**src/rtl/keypad_debouncer_if.sv**
```systemverilog
// Keypad debouncer signal bundle: raw button levels in, press strobes,
// the held-key level and the multi-key error flag out.
interface keypad_debouncer_if #(
  parameter int N_KEYS = 3
);

  logic [N_KEYS-1:0] btn_raw;    // raw pad levels, asynchronous, active-high
  logic [N_KEYS-1:0] key_out;    // one-hot, one-cycle press strobe
  logic [N_KEYS-1:0] key_held;   // one-hot level of the accepted key
  logic              multi_err;  // one-cycle pulse on a rejected multi-key press

  // Stimulus / consumer side
  modport master (
    output btn_raw,
    input  key_out,
    input  key_held,
    input  multi_err
  );

  // Debouncer side
  modport slave (
    input  btn_raw,
    output key_out,
    output key_held,
    output multi_err
  );

endinterface

```
**src/rtl/keypad_debouncer.sv**
```systemverilog
// Keypad front end: two-flop synchronizer followed by a press/release
// debounce state machine. A clean single-key press yields exactly one
// one-hot strobe; a stable multi-key pattern is rejected with a pulse on
// multi_err. After any accepted or rejected press the block waits for a
// fully debounced release before it will look at the keys again.
module keypad_debouncer #(
  parameter int N_KEYS          = 3,
  parameter int DEBOUNCE_CYCLES = 16
) (
  input  logic              clk,
  input  logic              nrst,
  keypad_debouncer_if.slave bus
);

  localparam int CNT_W = (DEBOUNCE_CYCLES > 1) ? $clog2(DEBOUNCE_CYCLES) : 1;

  // The sample that captures a candidate is itself the first matching
  // sample of the press window, so PRESS_WAIT only needs
  // DEBOUNCE_CYCLES-1 further matches; the last of them arrives with
  // cnt == DEBOUNCE_CYCLES-2. The release window starts after the first
  // zero sample, so it runs the full DEBOUNCE_CYCLES samples.
  localparam logic [CNT_W-1:0] PRESS_LAST   = CNT_W'(DEBOUNCE_CYCLES - 2);
  localparam logic [CNT_W-1:0] RELEASE_LAST = CNT_W'(DEBOUNCE_CYCLES - 1);

  typedef enum logic [1:0] {
    IDLE,
    PRESS_WAIT,
    HELD,
    RELEASE_WAIT
  } state_t;

  logic [N_KEYS-1:0] s1_q;
  logic [N_KEYS-1:0] btn_sync_q;

  state_t            state_q,     state_d;
  logic [N_KEYS-1:0] cand_q,      cand_d;
  logic [CNT_W-1:0]  cnt_q,       cnt_d;
  logic              valid_q,     valid_d;
  logic [N_KEYS-1:0] key_out_q,   key_out_d;
  logic              multi_err_q, multi_err_d;

  // Exactly one bit set.
  function automatic logic is_onehot(input logic [N_KEYS-1:0] v);
    return (v != '0) && ((v & (v - N_KEYS'(1))) == '0);
  endfunction

  // Bring the asynchronous pad levels into the clk domain.
  always_ff @(posedge clk or negedge nrst) begin
    if (!nrst) begin
      s1_q       <= '0;
      btn_sync_q <= '0;
    end else begin
      s1_q       <= bus.btn_raw;
      btn_sync_q <= s1_q;
    end
  end

  // Debounce state, candidate, counter and registered output pulses.
  always_ff @(posedge clk or negedge nrst) begin
    if (!nrst) begin
      state_q     <= IDLE;
      cand_q      <= '0;
      cnt_q       <= '0;
      valid_q     <= 1'b0;
      key_out_q   <= '0;
      multi_err_q <= 1'b0;
    end else begin
      state_q     <= state_d;
      cand_q      <= cand_d;
      cnt_q       <= cnt_d;
      valid_q     <= valid_d;
      key_out_q   <= key_out_d;
      multi_err_q <= multi_err_d;
    end
  end

  // Next-state logic: press window, accept/reject, hold, release window.
  always_comb begin
    state_d     = state_q;
    cand_d      = cand_q;
    cnt_d       = cnt_q;
    valid_d     = valid_q;
    key_out_d   = '0;
    multi_err_d = 1'b0;

    case (state_q)
      IDLE: begin
        if (btn_sync_q != '0) begin
          cand_d  = btn_sync_q;
          cnt_d   = '0;
          state_d = PRESS_WAIT;
        end
      end

      PRESS_WAIT: begin
        if (btn_sync_q == '0) begin
          // Bounced back open before the window completed.
          cnt_d   = '0;
          state_d = IDLE;
        end else if (btn_sync_q != cand_q) begin
          // Pattern changed: the new pattern starts its own window.
          cand_d = btn_sync_q;
          cnt_d  = '0;
        end else if (cnt_q == PRESS_LAST) begin
          cnt_d   = '0;
          state_d = HELD;
          if (is_onehot(cand_q)) begin
            key_out_d = cand_q;
            valid_d   = 1'b1;
          end else begin
            multi_err_d = 1'b1;
            valid_d     = 1'b0;
          end
        end else begin
          cnt_d = cnt_q + CNT_W'(1);
        end
      end

      HELD: begin
        // Extra or swapped keys are ignored until everything is released.
        if (btn_sync_q == '0) begin
          cnt_d   = '0;
          state_d = RELEASE_WAIT;
        end
      end

      RELEASE_WAIT: begin
        if (btn_sync_q != '0) begin
          // Release bounce: back to HELD, no new strobe.
          cnt_d   = '0;
          state_d = HELD;
        end else if (cnt_q == RELEASE_LAST) begin
          cnt_d   = '0;
          valid_d = 1'b0;
          state_d = IDLE;
        end else begin
          cnt_d = cnt_q + CNT_W'(1);
        end
      end

      default: begin
        cnt_d   = '0;
        valid_d = 1'b0;
        state_d = IDLE;
      end
    endcase
  end

  assign bus.key_out   = key_out_q;
  assign bus.multi_err = multi_err_q;
  assign bus.key_held  = (valid_q && (state_q == HELD || state_q == RELEASE_WAIT))
                         ? cand_q : '0;

endmodule
```
**src/flat_wrapper.sv**
```systemverilog
// flat-port wrapper written by rule: the top's interface ports become plain ports
module keypad_debouncer_flat 
#(
  parameter int N_KEYS          = 3,
  parameter int DEBOUNCE_CYCLES = 16
)
  (clk, nrst, bus_btn_raw, bus_key_out, bus_key_held, bus_multi_err);
  keypad_debouncer_if #(.N_KEYS(N_KEYS)) bus_i ();
  input  logic clk;
  input  logic nrst;
  input wire logic [$bits(bus_i.btn_raw)-1:0] bus_btn_raw;
  output wire logic [$bits(bus_i.key_out)-1:0] bus_key_out;
  output wire logic [$bits(bus_i.key_held)-1:0] bus_key_held;
  output wire logic [$bits(bus_i.multi_err)-1:0] bus_multi_err;
  assign bus_i.btn_raw = bus_btn_raw;
  assign bus_key_out = bus_i.key_out;
  assign bus_key_held = bus_i.key_held;
  assign bus_multi_err = bus_i.multi_err;
  keypad_debouncer #(.N_KEYS(N_KEYS), .DEBOUNCE_CYCLES(DEBOUNCE_CYCLES)) u_core (.clk(clk), .nrst(nrst), .bus(bus_i));
endmodule
```
**config.mk**
```make
export PLATFORM = sky130hd
export DESIGN_NAME = keypad_debouncer_flat
export DESIGN_NICKNAME = d
export VERILOG_FILES = /design/src/rtl/keypad_debouncer_if.sv /design/src/rtl/keypad_debouncer.sv /design/src/flat_wrapper.sv
export SDC_FILE = /design/constraint.sdc
export NUM_CORES = 1
export LEC_CHECK = 0
export ABC_AREA = 1
export BUFFER_PORTS_ARGS = -buffer_cell sky130_fd_sc_hd__buf_2
export CORE_AREA = 3 3 85 55
export DETAILED_ROUTE_END_ITERATION = 16
export DIE_AREA = 0 0 88 58
export HOLD_SLACK_MARGIN = 0.06
export PLACE_DENSITY_LB_ADDON = 0.05
export SYNTH_ARGS = -nofsm -noshare
export SYNTH_HDL_FRONTEND = slang
export SYNTH_SLANG_ARGS = --single-unit
```
**constraint.sdc**
```tcl
create_clock -name clk -period 2.5 [get_ports clk]
set_input_delay 0.125 -clock clk [delete_from_list [all_inputs] [get_ports clk]]
set_output_delay 0.125 -clock clk [all_outputs]
set_load 0.02 [all_outputs]
```
==> insert_results.sql <==
INSERT INTO impl_metrics (metric_group, metric, value, unit) VALUES
('setup_path', 'ff2ff_path_depth', '8', ''),
('power', 'finalPower', '1.15', 'mW'),
('setup_path', 'critical_path.cell_chain', 'nand2_1 > nor2_1 > buf_2', ''),
('setup_path', 'critical_path.endpoint_type', 'primary output', ''),
('power', 'vdd_drop_max', '0.321', 'mV'),
('placed_design', 'hpwl', '1540', 'um'),
('clocking', 'htree_levels', '1', ''),
('synth', 'synth_top_flop_cell', 'sky130_fd_sc_hd__dfrtp_1', ''),
('timing', 'finalSetupViolCount', '0', ''),
('power', 'leakage_power', '0.581', 'nW'),
('clocking', 'cts_hold_buffers', '4', ''),
('cells_and_area', 'final_cell_area', '0.00121', 'mm^2'),
('routing', 'antenna_left', '0', ''),
('floorplanning', 'pin_count', '12', ''),
('setup_path', 'critical-path-top-delay-family', 'flip-flops', ''),
('power', 'combinationalPowerShare', '0.362', ''),
('synth', 'ys_seq_elements', '20', ''),
('setup_path', 'required_time_at_the_endpoint_of_the_critical_path', '2.38', 'ns'),
('global_routing', 'grt_use_met3', '0.0369', ''),
('routing', 'drtPass1Iterations', '4', ''),
('timing', 'slew-limit-headroom', '0.674', ''),
('timing', 'finalCriticalPeriod', '1.48', 'ns'),
('timing', 'finalMaxSlewViolations', '0', ''),
('global_routing', 'grt_first_pass_wirelength', '3500', 'um'),
('clocking', 'clk_transition_reported_paths', '0.08', 'ns'),
('clocking', 'cts.path.max_buffers', '2', ''),
('timing', 'fmax', '677', 'MHz'),
('cells_and_area', 'nFillCells', '407', ''),
('placed_design', 'place.gp.congestion', '0.708', ''),
('placed_design', 'dp_worst_setup_slack', '1.05', 'ns'),
('synth', 'synth.distinct_cells', '25', ''),
('setup_path', 'path_max_fanout', '11', ''),
('clocking', 'tritoncts', 'done', ''),
('routing', 'via_per_inst', '4.08', ''),
('global_routing', 'most_crowded_layer_gr', 'met1', ''),
('global_routing', 'global_route.usage.total', '0.0907', ''),
('clocking', 'number_of_instances_resized_during_post_cts_repair', '0', ''),
('global_routing', 'groute.layer.met2.usage', '0.116', ''),
('setup_path', 'worst_ep_arrival_time', '1.35', 'ns'),
('setup_path', 'slowest_stage', 'sky130_fd_sc_hd__dfrtp_1', ''),
('clocking', 'post-cts-setup-buffer-count', '0', ''),
('global_routing', 'grt_antenna_before_repair', '0', ''),
('floorplanning', 'coreArea', '0.00399', 'mm^2'),
('routing', 'drtIter0Drc', '35', ''),
('synth', 'synth_nets', '123', ''),
('timing', 'setup-tns-final', '0', 'ns'),
('min_path', 'min_path_type', 'in2async', ''),
('clocking', 'clk_latency_worst_skew_pair', '0.26', 'ns'),
('timing', 'timing.final.crit_share', '0.591', ''),
('power', 'switching_power', '0.476', 'mW'),
('synth', 'syn_area_per_cell', '8.80', 'um^2'),
('setup_path', 'worst_path_largest_cell_delay', '0.65', 'ns'),
('power', 'switching_share', '0.413', ''),
('power', 'internal_dissipation', '0.675', 'mW'),
('outcome', 'status', 'finished, final reports clean', ''),
('placed_design', 'place.port_buffers', '11', ''),
('routing', 'vias', '746', ''),
('clocking', 'tritoncts.num_buffers', '3', ''),
('synth', 'synth_cells', '116', ''),
('placed_design', 'dpl-instance-area', '0.00112', 'mm^2'),
('floorplanning', 'die-height', '58', 'um'),
('flow_run', 'timing.max_cap.violations', '0', ''),
('setup_path', 'r2r_slack', '1.04', 'ns'),
('global_routing', 'met1_usage', '0.137', ''),
('floorplanning', 'starting_utilization_of_the_core_area', '0.256', ''),
('timing', 'fin_skew', '0.00447', 'ns'),
('routing', 'routedWlPerCell', '10.8', 'um'),
('cells_and_area', 'layout.nets', '141', ''),
('routing', 'drt-total-wl', '1990', 'um'),
('setup_path', 'timing.rr.start', 'u_core.cnt_q[0]', ''),
('timing', 'hold_violations', '0', '');
[routing by layer]
metal / part of all wire / routed length, um
met5: 0 / 0
met4: 0.012 / 24
met3: 0.059 / 117
met2: 0.35 / 699
met1: 0.58 / 1140
[worst max path at each step]
| stage | to | slack [ns] | cells past startpoint |
|---|---|---|---|
| finish | bus_key_held[1] | 1.02 | 3 |
| detailed placement | u_core.state_q[0] | 1.05 | 8 |
| global route | u_core.cnt_q[3] | 0.84 | 8 |
| CTS | bus_key_held[1] | 1.02 | 3 |
| global placement | u_core.cnt_q[0] | 1.05 | 8 |
| floorplan | u_core.state_q[0] | 1.20 | 8 |
[stage by stage]
step	instances	hold slack [ns]	utilization
after floorplan	116	-0.171	-
after global placement	175	0.111	0.280
after detailed placement	175	0.106	0.280
after CTS	183	0.354	0.304
after global routing	183	0.363	0.304
final	183	0.350	0.304
[cells in the mapped netlist (2+ instances only)]
| cell | count | area, um^2 |
|---|---|---|
| sky130_fd_sc_hd__nand2_1 | 27 | 101 |
| sky130_fd_sc_hd__dfrtp_1 | 20 | 500 |
| sky130_fd_sc_hd__inv_1 | 10 | 37.5 |
| sky130_fd_sc_hd__nor2_1 | 10 | 37.5 |
| sky130_fd_sc_hd__nand3_1 | 9 | 45.0 |
| sky130_fd_sc_hd__o21ai_0 | 6 | 30.0 |
| sky130_fd_sc_hd__nor3_2 | 4 | 40.0 |
| sky130_fd_sc_hd__a21oi_1 | 3 | 15.0 |
| sky130_fd_sc_hd__nand4_1 | 3 | 18.8 |
| sky130_fd_sc_hd__o21ai_1 | 3 | 15.0 |
| sky130_fd_sc_hd__buf_6 | 2 | 22.5 |
| sky130_fd_sc_hd__ha_1 | 2 | 25.0 |
| sky130_fd_sc_hd__inv_2 | 2 | 7.51 |
| sky130_fd_sc_hd__nor2_2 | 2 | 12.5 |
| sky130_fd_sc_hd__o21ai_2 | 2 | 17.5 |
| sky130_fd_sc_hd__xnor2_1 | 2 | 17.5 |
[final cells by class]
class	count	area (um^2)	area share
timing repair buffer	15	95.1	0.0785
clock buffer	4	55.1	0.0455
sequential	20	500	0.413
tap	50	62.6	0.0517
inverter	13	51.3	0.0424
multi-input combinational	81	447	0.369
[worst register-to-register path: stages, from the launching register on]
cell and delay, ns:
sky130_fd_sc_hd__dfrtp_1 0.42, sky130_fd_sc_hd__inv_1 0.07, sky130_fd_sc_hd__ha_1 0.13, sky130_fd_sc_hd__nand3_1 0.17, sky130_fd_sc_hd__nand3_2 0.13, sky130_fd_sc_hd__nand2_1 0.06
sky130_fd_sc_hd__nor2_2 0.10, sky130_fd_sc_hd__nand4_1 0.11, sky130_fd_sc_hd__and2_1 0.16
[cell usage in the layout (no fill, tap or decap), types with 2 or more instances in the layout]
master / n
sky130_fd_sc_hd__nor3_2: 4
sky130_fd_sc_hd__o21ai_1: 3
sky130_fd_sc_hd__o21ai_2: 2
sky130_fd_sc_hd__dlygate4sd3_1: 4
sky130_fd_sc_hd__buf_2: 11
sky130_fd_sc_hd__nand2_1: 27
sky130_fd_sc_hd__nand4_1: 3
sky130_fd_sc_hd__ha_1: 2
sky130_fd_sc_hd__clkbuf_8: 4
sky130_fd_sc_hd__o21ai_0: 6
sky130_fd_sc_hd__inv_1: 10
sky130_fd_sc_hd__nor2_1: 10
sky130_fd_sc_hd__xnor2_1: 2
sky130_fd_sc_hd__inv_2: 2
sky130_fd_sc_hd__a21oi_1: 3
sky130_fd_sc_hd__nand3_1: 9
sky130_fd_sc_hd__dfrtp_1: 20
sky130_fd_sc_hd__nor2_2: 2
[cell families (layout without fill, tap and decap cells)]
logic type / after synthesis / in the layout / share of synthesized area
flops: 20 / 20 / 0.490
simple gates: 62 / 62 / 0.311
xor+xnor: 3 / 3 / 0.0257
fa+ha+maj: 2 / 2 / 0.0245
buf+inv: 15 / 32 / 0.0723
compound gates: 14 / 14 / 0.0760
[flip-flops by register name (all words and copies together) (netlist names), named ones only]
signal,flops
u_core.bus.key_out,3
u_core.s1_q,3
u_core.valid_q,1
u_core.btn_sync_q,3
u_core.state_q,1
u_core.bus.multi_err,1
u_core.cand_q,3
u_core.cnt_q,4
[power by group through the flow]
stage / clock network (mW) / logic [mW] / registers (mW)
global route: 0.274 / 0.487 / 0.497
detailed placement: 0 / 0.416 / 0.491
floorplan: 0 / 0.398 / 0.441
finish: 0.247 / 0.417 / 0.487
CTS: 0.262 / 0.424 / 0.485
global placement: 0 / 0.421 / 0.493
No activity file was read; power rests on OpenSTA's default activity.
